File: src/rtl/cpu_types_pkg.sv
// Shared core types: RAM handshake states, data words, arbiter states.
package cpu_types_pkg;

    typedef logic [31:0] word_t;

    typedef enum logic [1:0] {
        FREE   = 2'd0,
        BUSY   = 2'd1,
        ACCESS = 2'd2,
        ERROR  = 2'd3
    } ramstate_t;

    typedef enum logic [1:0] {
        IDLE = 2'd0,
        IGNT = 2'd1,
        DGNT = 2'd2
    } arbstate_t;

endpackage

File: src/rtl/arb_streak_ctr.sv
// Saturating count of consecutive data wins while a fetch is waiting.
module arb_streak_ctr #(
    parameter int MAX_DSTREAK = 4
) (
    input  logic       clk,
    input  logic       rst_n,
    input  logic       inc,
    input  logic       clr,
    output logic [3:0] count,
    output logic       sat
);

    localparam logic [3:0] MAX = 4'(MAX_DSTREAK);

    assign sat = (count == MAX);

    always_ff @(posedge clk or negedge rst_n) begin
        if (!rst_n) begin
            count <= 4'd0;
        end else if (clr) begin
            count <= 4'd0;
        end else if (inc && !sat) begin
            count <= count + 4'd1;
        end
    end

endmodule

File: src/rtl/mem_arbiter.sv
// Shares one RAM port between fetch and memory stages; data has priority,
// bounded by a streak counter so fetch cannot starve indefinitely.
module mem_arbiter
    import cpu_types_pkg::*;
#(
    parameter int MAX_DSTREAK = 4
) (
    input  logic        CLK,
    input  logic        nRST,
    input  logic        iREN,
    input  logic [31:0] iaddr,
    output logic        iwait,
    output logic [31:0] iload,
    input  logic        dREN,
    input  logic        dWEN,
    input  logic [31:0] daddr,
    input  logic [31:0] dstore,
    output logic        dwait,
    output logic [31:0] dload,
    output logic        ramREN,
    output logic        ramWEN,
    output logic [31:0] ramaddr,
    output logic [31:0] ramstore,
    input  logic [31:0] ramload,
    input  logic [1:0]  ramstate,
    output logic        ram_err
);

    arbstate_t  state;
    logic [3:0] dstreak;
    logic       sat;
    logic       acc;
    logic       dreq;
    logic       d_done;
    logic       i_done;

    assign acc    = (ramstate == ACCESS);
    assign dreq   = dREN | dWEN;
    assign d_done = (state == DGNT) && acc;
    assign i_done = (state == IGNT) && acc;

    arb_streak_ctr #(
        .MAX_DSTREAK(MAX_DSTREAK)
    ) u_streak (
        .clk  (CLK),
        .rst_n(nRST),
        .inc  (d_done && iREN),
        .clr  ((d_done && !iREN) || i_done),
        .count(dstreak),
        .sat  (sat)
    );

    always_ff @(posedge CLK or negedge nRST) begin
        if (!nRST) begin
            state   <= IDLE;
            ram_err <= 1'b0;
        end else begin
            if (ramstate == ERROR) begin
                ram_err <= 1'b1;
            end
            unique case (state)
                IDLE: begin
                    if (dreq && !(iREN && sat)) begin
                        state <= DGNT;
                    end else if (iREN) begin
                        state <= IGNT;
                    end
                end
                IGNT: begin
                    if (acc || !iREN) begin
                        state <= IDLE;
                    end
                end
                DGNT: begin
                    if (acc || !dreq) begin
                        state <= IDLE;
                    end
                end
                default: state <= IDLE;
            endcase
        end
    end

    // Load data is passed through unconditionally; only valid when wait is low.
    assign iload = ramload;
    assign dload = ramload;

    always_comb begin
        ramREN   = 1'b0;
        ramWEN   = 1'b0;
        ramaddr  = 32'd0;
        ramstore = 32'd0;
        iwait    = iREN;
        dwait    = dreq;
        unique case (state)
            IGNT: begin
                ramREN  = iREN;
                ramaddr = iaddr;
                iwait   = !acc;
            end
            DGNT: begin
                ramWEN   = dWEN;
                ramREN   = dREN && !dWEN;
                ramaddr  = daddr;
                ramstore = dstore;
                dwait    = !acc;
            end
            default: ;
        endcase
    end

endmodule

File: config.mk
export PLATFORM = sky130hd
export DESIGN_NAME = mem_arbiter
export DESIGN_NICKNAME = d
export VERILOG_FILES = /design/src/rtl/cpu_types_pkg.sv /design/src/rtl/arb_streak_ctr.sv /design/src/rtl/mem_arbiter.sv
export SDC_FILE = /design/constraint.sdc
export NUM_CORES = 1
export LEC_CHECK = 0
export ABC_AREA = 0
export ABC_CLOCK_PERIOD_IN_PS = 2250
export CAP_MARGIN = 15
export CORE_AREA = 2 2 103 105
export DETAILED_ROUTE_END_ITERATION = 8
export DIE_AREA = 0 0 105 107
export PLACE_DENSITY_LB_ADDON = 0.15
export SYNTH_ARGS = -nofsm -noshare
export SYNTH_HDL_FRONTEND = slang
export SYNTH_SLANG_ARGS = --single-unit
File: constraint.sdc
create_clock -name CLK -period 2.25 [get_ports CLK]
set_input_delay 0.3375 -clock CLK [delete_from_list [all_inputs] [get_ports CLK]]
set_output_delay 0.3375 -clock CLK [all_outputs]
set_load 0.01 [all_outputs]
==> results.md, run 1 <==
- Critical path endpoint category: output pin
- Detailed router's first-iteration violation count: 88
- Critical path fanouts, max: 23
- CTS sink count: 7
- Register area share after synthesis: a little over 10%
- # IOs: about 270
- FMAX: about 460 MHz
- Wire per inst: about 15 um
- Fin crit share: between 90% and 100%
- Number of port buffers: about 170
- Die ar.: around 0.011 mm2
- Overall power: slightly below 3 mW
- Vias per cell: just over 4
- CTS H-Tree Depth: 1
- Worst Hold Class: primary input to asynchronous set/reset pin
- Status: finished clean
- Top area cells in the synthesized netlist: buf_4 (28%), a22oi_1 (14%), nor2b_1 (13%)
- DRT Wirelength: ~7000 um
- Starting density of the core: between 10% and 20%
- Asr flop ratio synth: 100%
- CTS tree: built
- Die Width: 105 um
- Via count: about 1,900
- Routed Antenna Nets: 0
- Die height: between 100 and 150 um
- DPL Wire Length: approximately 5600 um
- Core area: roughly 0.010 mm2
- Syn Area/Cell: between 7 and 8 um2
- Pre-CTS setup slack: 0.105 ns
- RSZ-0062 raised after global routing: false
- Lkg Pwr: roughly 1.5 nW
- Yosys cell types: 30
- GRT Resource Usage Total: between 10% and 20%
- Nets: 477
- VDD IR max: 376 uV
- Worst-path clk slew: around 0.04 ns
- Worst Path Required: approximately 1.9 ns
- Inst Count DP: 464
- Setup violators final: 0
- First-pass GRT wire length: roughly 10,000 um
- Row count: 37
- # diodes: 0
- Worst skew pair latency: roughly 0.22 ns
- Setup ws final: around 0.08 ns
- Clock root buffer: clkbuf_8
- Layout area overhead: 94.6%
- Vias in the first global route: approximately 2,000
- Yosys reg bits: 7
- Syn Nets: 370
- Max-slew headroom: between 70% and 80%
- Worst Path Arrival: about 1.8 ns
- Number of synthesis warnings: 0
- Total CTS buffers: 3
- Commonest non-fill, non-tap cell in the layout: clkdlybuf4s50_1
- Syn Std Cell Area: between 0.0015 and 0.002 mm2
- Most frequent cells in the layout: clkdlybuf4s50_1 (138), nor2b_1 (34), a22oi_1 (32)
- WS Path Type: register to output pin
- Largest area contributor in the synthesized netlist: buf_4
- Top_reg_cell synth: dfrtp_1
- Worst setup SP type: register
- Final instance area: between 0.003 and 0.004 mm2
- RePlAce Congestion: a little under 0.7
- Mapped Cells: roughly 230
- Synth top area share: between 20% and 30%
- WHS: between 0.3 and 0.4 ns
- Clock Skews: about 0.00050 ns
- Total negative slack: 0 ns
- Min Tclk post-route: 2.17 ns
- Max-Cap Viols: 0
- Largest net degree at the start of global routing: 33
- TritonRoute pass-1 iters: 4
- Share of layout cells above drive strength 1: slightly below 8%
- Count of pins over their slew limit: 0
- CTS Buffer Depth: 2
- Number of flops mapped to enable cells by yosys: 0
- Final Hold Fails: 0
- PD cells: around 890 mW/mm2
- R2R depth: 6
- Slew @ Worst Pin: between 0.3 and 0.4 ns
- Fillers: 1,108
- Final core utilization: roughly 33%
- Grt ovf: 0
- Final Non-Filler Cells: between 400 and 500
- DRC Markers: 0
- Cell Area, Placed: slightly above 0.003 mm2
- Initial antenna violation count: 0
==> report_power, final <==
group / switching [mW] / leakage, nW / internal (mW)
Sequential: 0.0292 / 0.0882 / 0.161
Clock: 0.0500 / 0.0228 / 0.122
Combinational: 1.08 / 1.37 / 1.47
==> kinds of logic (layout without fill, tap and decap cells) <==
kind of cell / after synthesis / after routing / synth area share [%]
mux: 2 / 2 / 1.26
compound gates: 41 / 41 / 18.0
buf+inv: 84 / 190 / 33.4
fa+ha+maj: 6 / 6 / 4.44
simple gates: 87 / 87 / 31.5
xor+xnor: 2 / 2 / 1.04
flops: 7 / 7 / 10.4
==> sequential cells by signal (all words and copies together), names as in the netlist <==
register        count
u_streak.count      4
state               2
ram_err             1
==> worst paths after layout <==
path	endpoint	startpoint	slack [ns]
worst min register to register	ram_err$_DFFE_PN0N_	ram_err$_DFFE_PN0N_	0.47
worst max register to register	state[0]$_DFFE_PN0P_	state[1]$_DFFE_PN0P_	0.27
worst min-delay path	u_streak.count[2]$_DFFE_PN0P_	nRST	0.37
min in group CLK	ram_err$_DFFE_PN0N_	ram_err$_DFFE_PN0N_	0.47
worst max-delay path	ramaddr[7]	state[0]$_DFFE_PN0P_	0.08
max in group asynchronous	ram_err$_DFFE_PN0N_	nRST	1.64
==> area by class of cell <==
class / count / area [um2] / area share [%]
Timing Repair Buffer: 181 / 1880 / 57.1
Multi-Input combinational cell: 138 / 1000 / 30.4
Sequential cell: 7 / 175 / 5.33
Clock buffer: 4 / 45.0 / 1.37
Inverter: 5 / 21.3 / 0.647
Tap cell: 136 / 170 / 5.17
==> repair_timing <==
| action | 4_1_cts | 5_1_grt |
|---|---|---|
| pin swaps | 0 | 0 |
| gates cloned | 1 | 0 |
| gates resized for setup | 26 | 20 |
| setup endpoints to repair | 66 | 17 |
| setup buffers | 2 | 0 |
| hold buffers | 0 | 0 |
==> synthesized netlist by cell type, types with 2 or more instances <==
cell,count
buf_4,64
nor2b_1,34
a22oi_1,32
and2_1,30
clkbuf_1,13
dfrtp_1,7
ha_1,6
a21oi_1,5
inv_1,5
nand2_1,5
nor2_1,5
and2_2,3
nand3_1,2
nand3b_1,2
==> layer usage <==
| layer | global-route usage (%) | vias to the layer above | share of wire (%) |
|---|---|---|---|
| met4 | 4.38 | 0 | 2.6 |
| met2 | 20.1 | 93 | 49 |
| li1 | - | 907 | - |
| met5 | 0 | - | 0 |
| met1 | 13.1 | 861 | 39 |
| met3 | 3.04 | 33 | 9.1 |
==> worst max-delay path: stages, from the launching register on <==
cell             delay (ns)
dfrtp_1                0.38
buf_4                  0.15
ha_4                   0.16
buf_12                 0.16
a22oi_1                0.08
nor2b_1                0.11
clkdlybuf4s50_1        0.55
(Power assumes the default switching activity.)
==> run 2, diff against run 1 <==
ABC_CLOCK_PERIOD_IN_PS = 2200   (was 2250)
clock period = 2.2 ns   (was 2.25 ns; I/O delays follow)
==> run 2 against run 1 <==
Clock skew is essentially flat. Clock power about the same. Combinational power down 7.8%. First-iteration DRC count shrank 22%. Critical path depth decreased by 1. Non-clock buffer count fell by 3. Via count shrank 2.2%. Utilization decreased by 1.4 points. Register-to-register slack better by 0.07 ns. Sequential power is 5% higher. Final cell count decreased by 0.64%. Power shrank 6.6%. Critical endpoint is now ramstore[24]. Highest routed layer unchanged.
==> results.md, run 2 (synthesis results as in run 1) <==
- Status: finished clean
- VDD IR max: 388 uV (+3.2%)
- Setup violators final: 0 (unchanged)
- Starting density of the core: 16.7% (unchanged)
- Overall power: 2.72 mW (-6.6%)
- Die height: 107 um (unchanged)
- Most frequent cells in the layout: clkdlybuf4s50_1 (131), dlygate4sd2_1 (38), nor2b_1 (34)
- FMAX: roughly 470 MHz
- Max-Cap Viols: 0 (unchanged)
- Regs by FF count: u_streak.count x4, state x2, ram_err x1
- Setup ws final: 0.0862 ns (+0.00387 ns)
- Final Hold Fails: 0 (unchanged)
- Count of pins over their slew limit: 0 (unchanged)
- # diodes: 0 (unchanged)
- Row count: 37 (unchanged)
- Wire per inst: 14.6 um (-0.65%)
- CTS tree: built
- CTS sink count: 7 (unchanged)
- GR met1 Demand/Resource: 13.7% (+0.55 points)
- CTS Buffer Depth: 2 (unchanged)
- RePlAce Congestion: 0.687 (-0.67%)
- Core area: 0.0101 mm2 (unchanged)
- TritonRoute pass-1 iters: 4 (unchanged)
- RSZ-0062 raised after global routing: false
- Commonest non-fill, non-tap cell in the layout: clkdlybuf4s50_1
- GR Util met3: 2.43% (-0.61 points)
- Number of port buffers: 171 (unchanged)
- Total CTS buffers: 3 (unchanged)
- M2 GR Usage: 18.9% (-1.3 points)
- Worst path top cell family by delay: buffers and inverters
- Fillers: 1,135 (+2.4%)
- Total negative slack: 0 ns (unchanged)
- DRC Markers: 0 (unchanged)
- Share of layout cells above drive strength 1: 6.02% (-1.7 points)
- Lkg Pwr: 1.31 nW (-12%)
- Critical path fanouts, max: 32 (+39%)
- DRT Wirelength: 6830 um (-1.3%)
- Buf/Inv on CP: 3 (unchanged)
- GRT Resource Usage Total: 11.1% (-0.28 points)
- Worst Path Arrival: 1.78 ns (-0.05 ns)
- Die ar.: 0.0112 mm2 (unchanged)
- CTS H-Tree Depth: 1 (unchanged)
- Layout area overhead: 86.2%
- GR peak layer: met2
- Max-slew headroom: 79.1% (about the same)
- Pre-CTS setup slack: 0.0638 ns (-0.0409 ns)
- Initial antenna violation count: 0 (unchanged)
- Worst setup SP type: register
- Worst Path Required: 1.87 ns (-0.04 ns)
- Largest Register: u_streak.count
- DPL Wire Length: 5650 um (+1.8%)
- Routed Antenna Nets: 0 (unchanged)
- CP max stage cell: clkdlybuf4s50_1
- Detailed router's first-iteration violation count: 69 (-22%)
- CP peak stage delay: 0.56 ns (about the same)
- Worst-path clk slew: 0.04 ns (about the same)
- # IOs: 268 (unchanged)
- Die Width: 105 um (unchanged)
- Final instance area: 0.00315 mm2 (-4.3%)
- Vias in the first global route: 1,891 (-5.8%)
- First-pass GRT wire length: 10,200 um (-2.7%)
- Vias per cell: 3.96 (-1.6%)
- Cell Area, Placed: 0.00313 mm2 (+0.40%)
- Nets: 474 (-0.63%)
- Worst Hold Class: primary input to asynchronous set/reset pin
- PD cells: 865 mW/mm2 (-2.3%)
- Clock root buffer: clkbuf_8
- Slew @ Worst Pin: 0.312 ns (+0.0000979 ns)
- Via count: 1,852 (-2.2%)
- Largest register FFs: 4 (unchanged)
- Cell chain of the critical path: inv_2, ha_4, buf_12, and2_1, clkdlybuf4s50_1
- Min Tclk post-route: 2.11 ns
- Critical path endpoint category: output pin
- Clock Skews: 0.000269 ns (-0.000231 ns)
- WS Path Type: register to output pin
- Grt ovf: 0 (unchanged)
- Hold Buf Count CTS: 0 (unchanged)
- Final core utilization: 31.2% (-1.4 points)
- Worst skew pair latency: 0.22 ns (about the same)
- Fin crit share: a little over nine tenths
- Largest net degree at the start of global routing: 35 (+6.1%)
[run 2: cell types whose count changed in the layout (fill, tap and decap cells not counted)]
| cell | delta |
|---|---|
| dlygate4sd2_1 | +20 |
| ha_1 | +2 |
| inv_4 | -1 |
| ha_4 | -3 |
| buf_4 | -2 |
| bufbuf_16 | -1 |
| clkdlybuf4s50_1 | -7 |
| dlymetal6s2s_1 | -13 |
| inv_1 | +1 |
| ha_2 | +1 |
[run 2: final timing paths]
| path | startpoint | to | slack [ns] | cells past startpoint |
|---|---|---|---|---|
| setup / recovery | state[0]$_DFFE_PN0P_ | ramstore[24] | 0.09 | 5 |
| setup reg to reg | state[0]$_DFFE_PN0P_ | state[0]$_DFFE_PN0P_ | 0.34 | 6 |
| hold / removal | nRST | u_streak.count[1]$_DFFE_PN0P_ | 0.37 | 1 |
| min in group CLK | ram_err$_DFFE_PN0N_ | ram_err$_DFFE_PN0N_ | 0.47 | 1 |
| max in group asynchronous | nRST | state[0]$_DFFE_PN0P_ | 1.60 | 1 |
| hold reg to reg | ram_err$_DFFE_PN0N_ | ram_err$_DFFE_PN0N_ | 0.47 | 1 |
[run 2: cell type report]
type / count / area [um2] / share of cell area [%]
multi-input cells: 138 / 966 / 30.7
well taps: 136 / 170 / 5.41
repair buffers: 178 / 1770 / 56.3
clock buffers: 4 / 45.0 / 1.43
flip-flops and latches: 7 / 175 / 5.57
inverters: 5 / 18.8 / 0.596
[run 2: routing by layer]
layer	part of all wire (%)	up-vias	wire (um)
met3	8.7	33	591
li1	-	903	-
met2	48	95	3270
met4	2.9	0	199
met1	41	821	2770
met5	0	-	0
[run 2: what timing repair did]
item                       CTS  global route
buffers inserted             0             0
gates resized for setup     40             4
setup endpoints to repair   68            29
hold endpoints to repair     0             0
[run 2: power breakdown]
group,internal [mW],leakage [nW],switching (mW)
clock,0.125,0.0228,0.0485
sequential,0.165,0.0882,0.0343
combinational,1.29,1.20,1.06
[run 2: through the flow]
stage	cells	hold slack, ns
final	468	0.370
after global routing	468	0.395
after CTS	468	0.374
after detailed placement	464	0.470
after global placement	464	0.464
after floorplan	229	0.0344
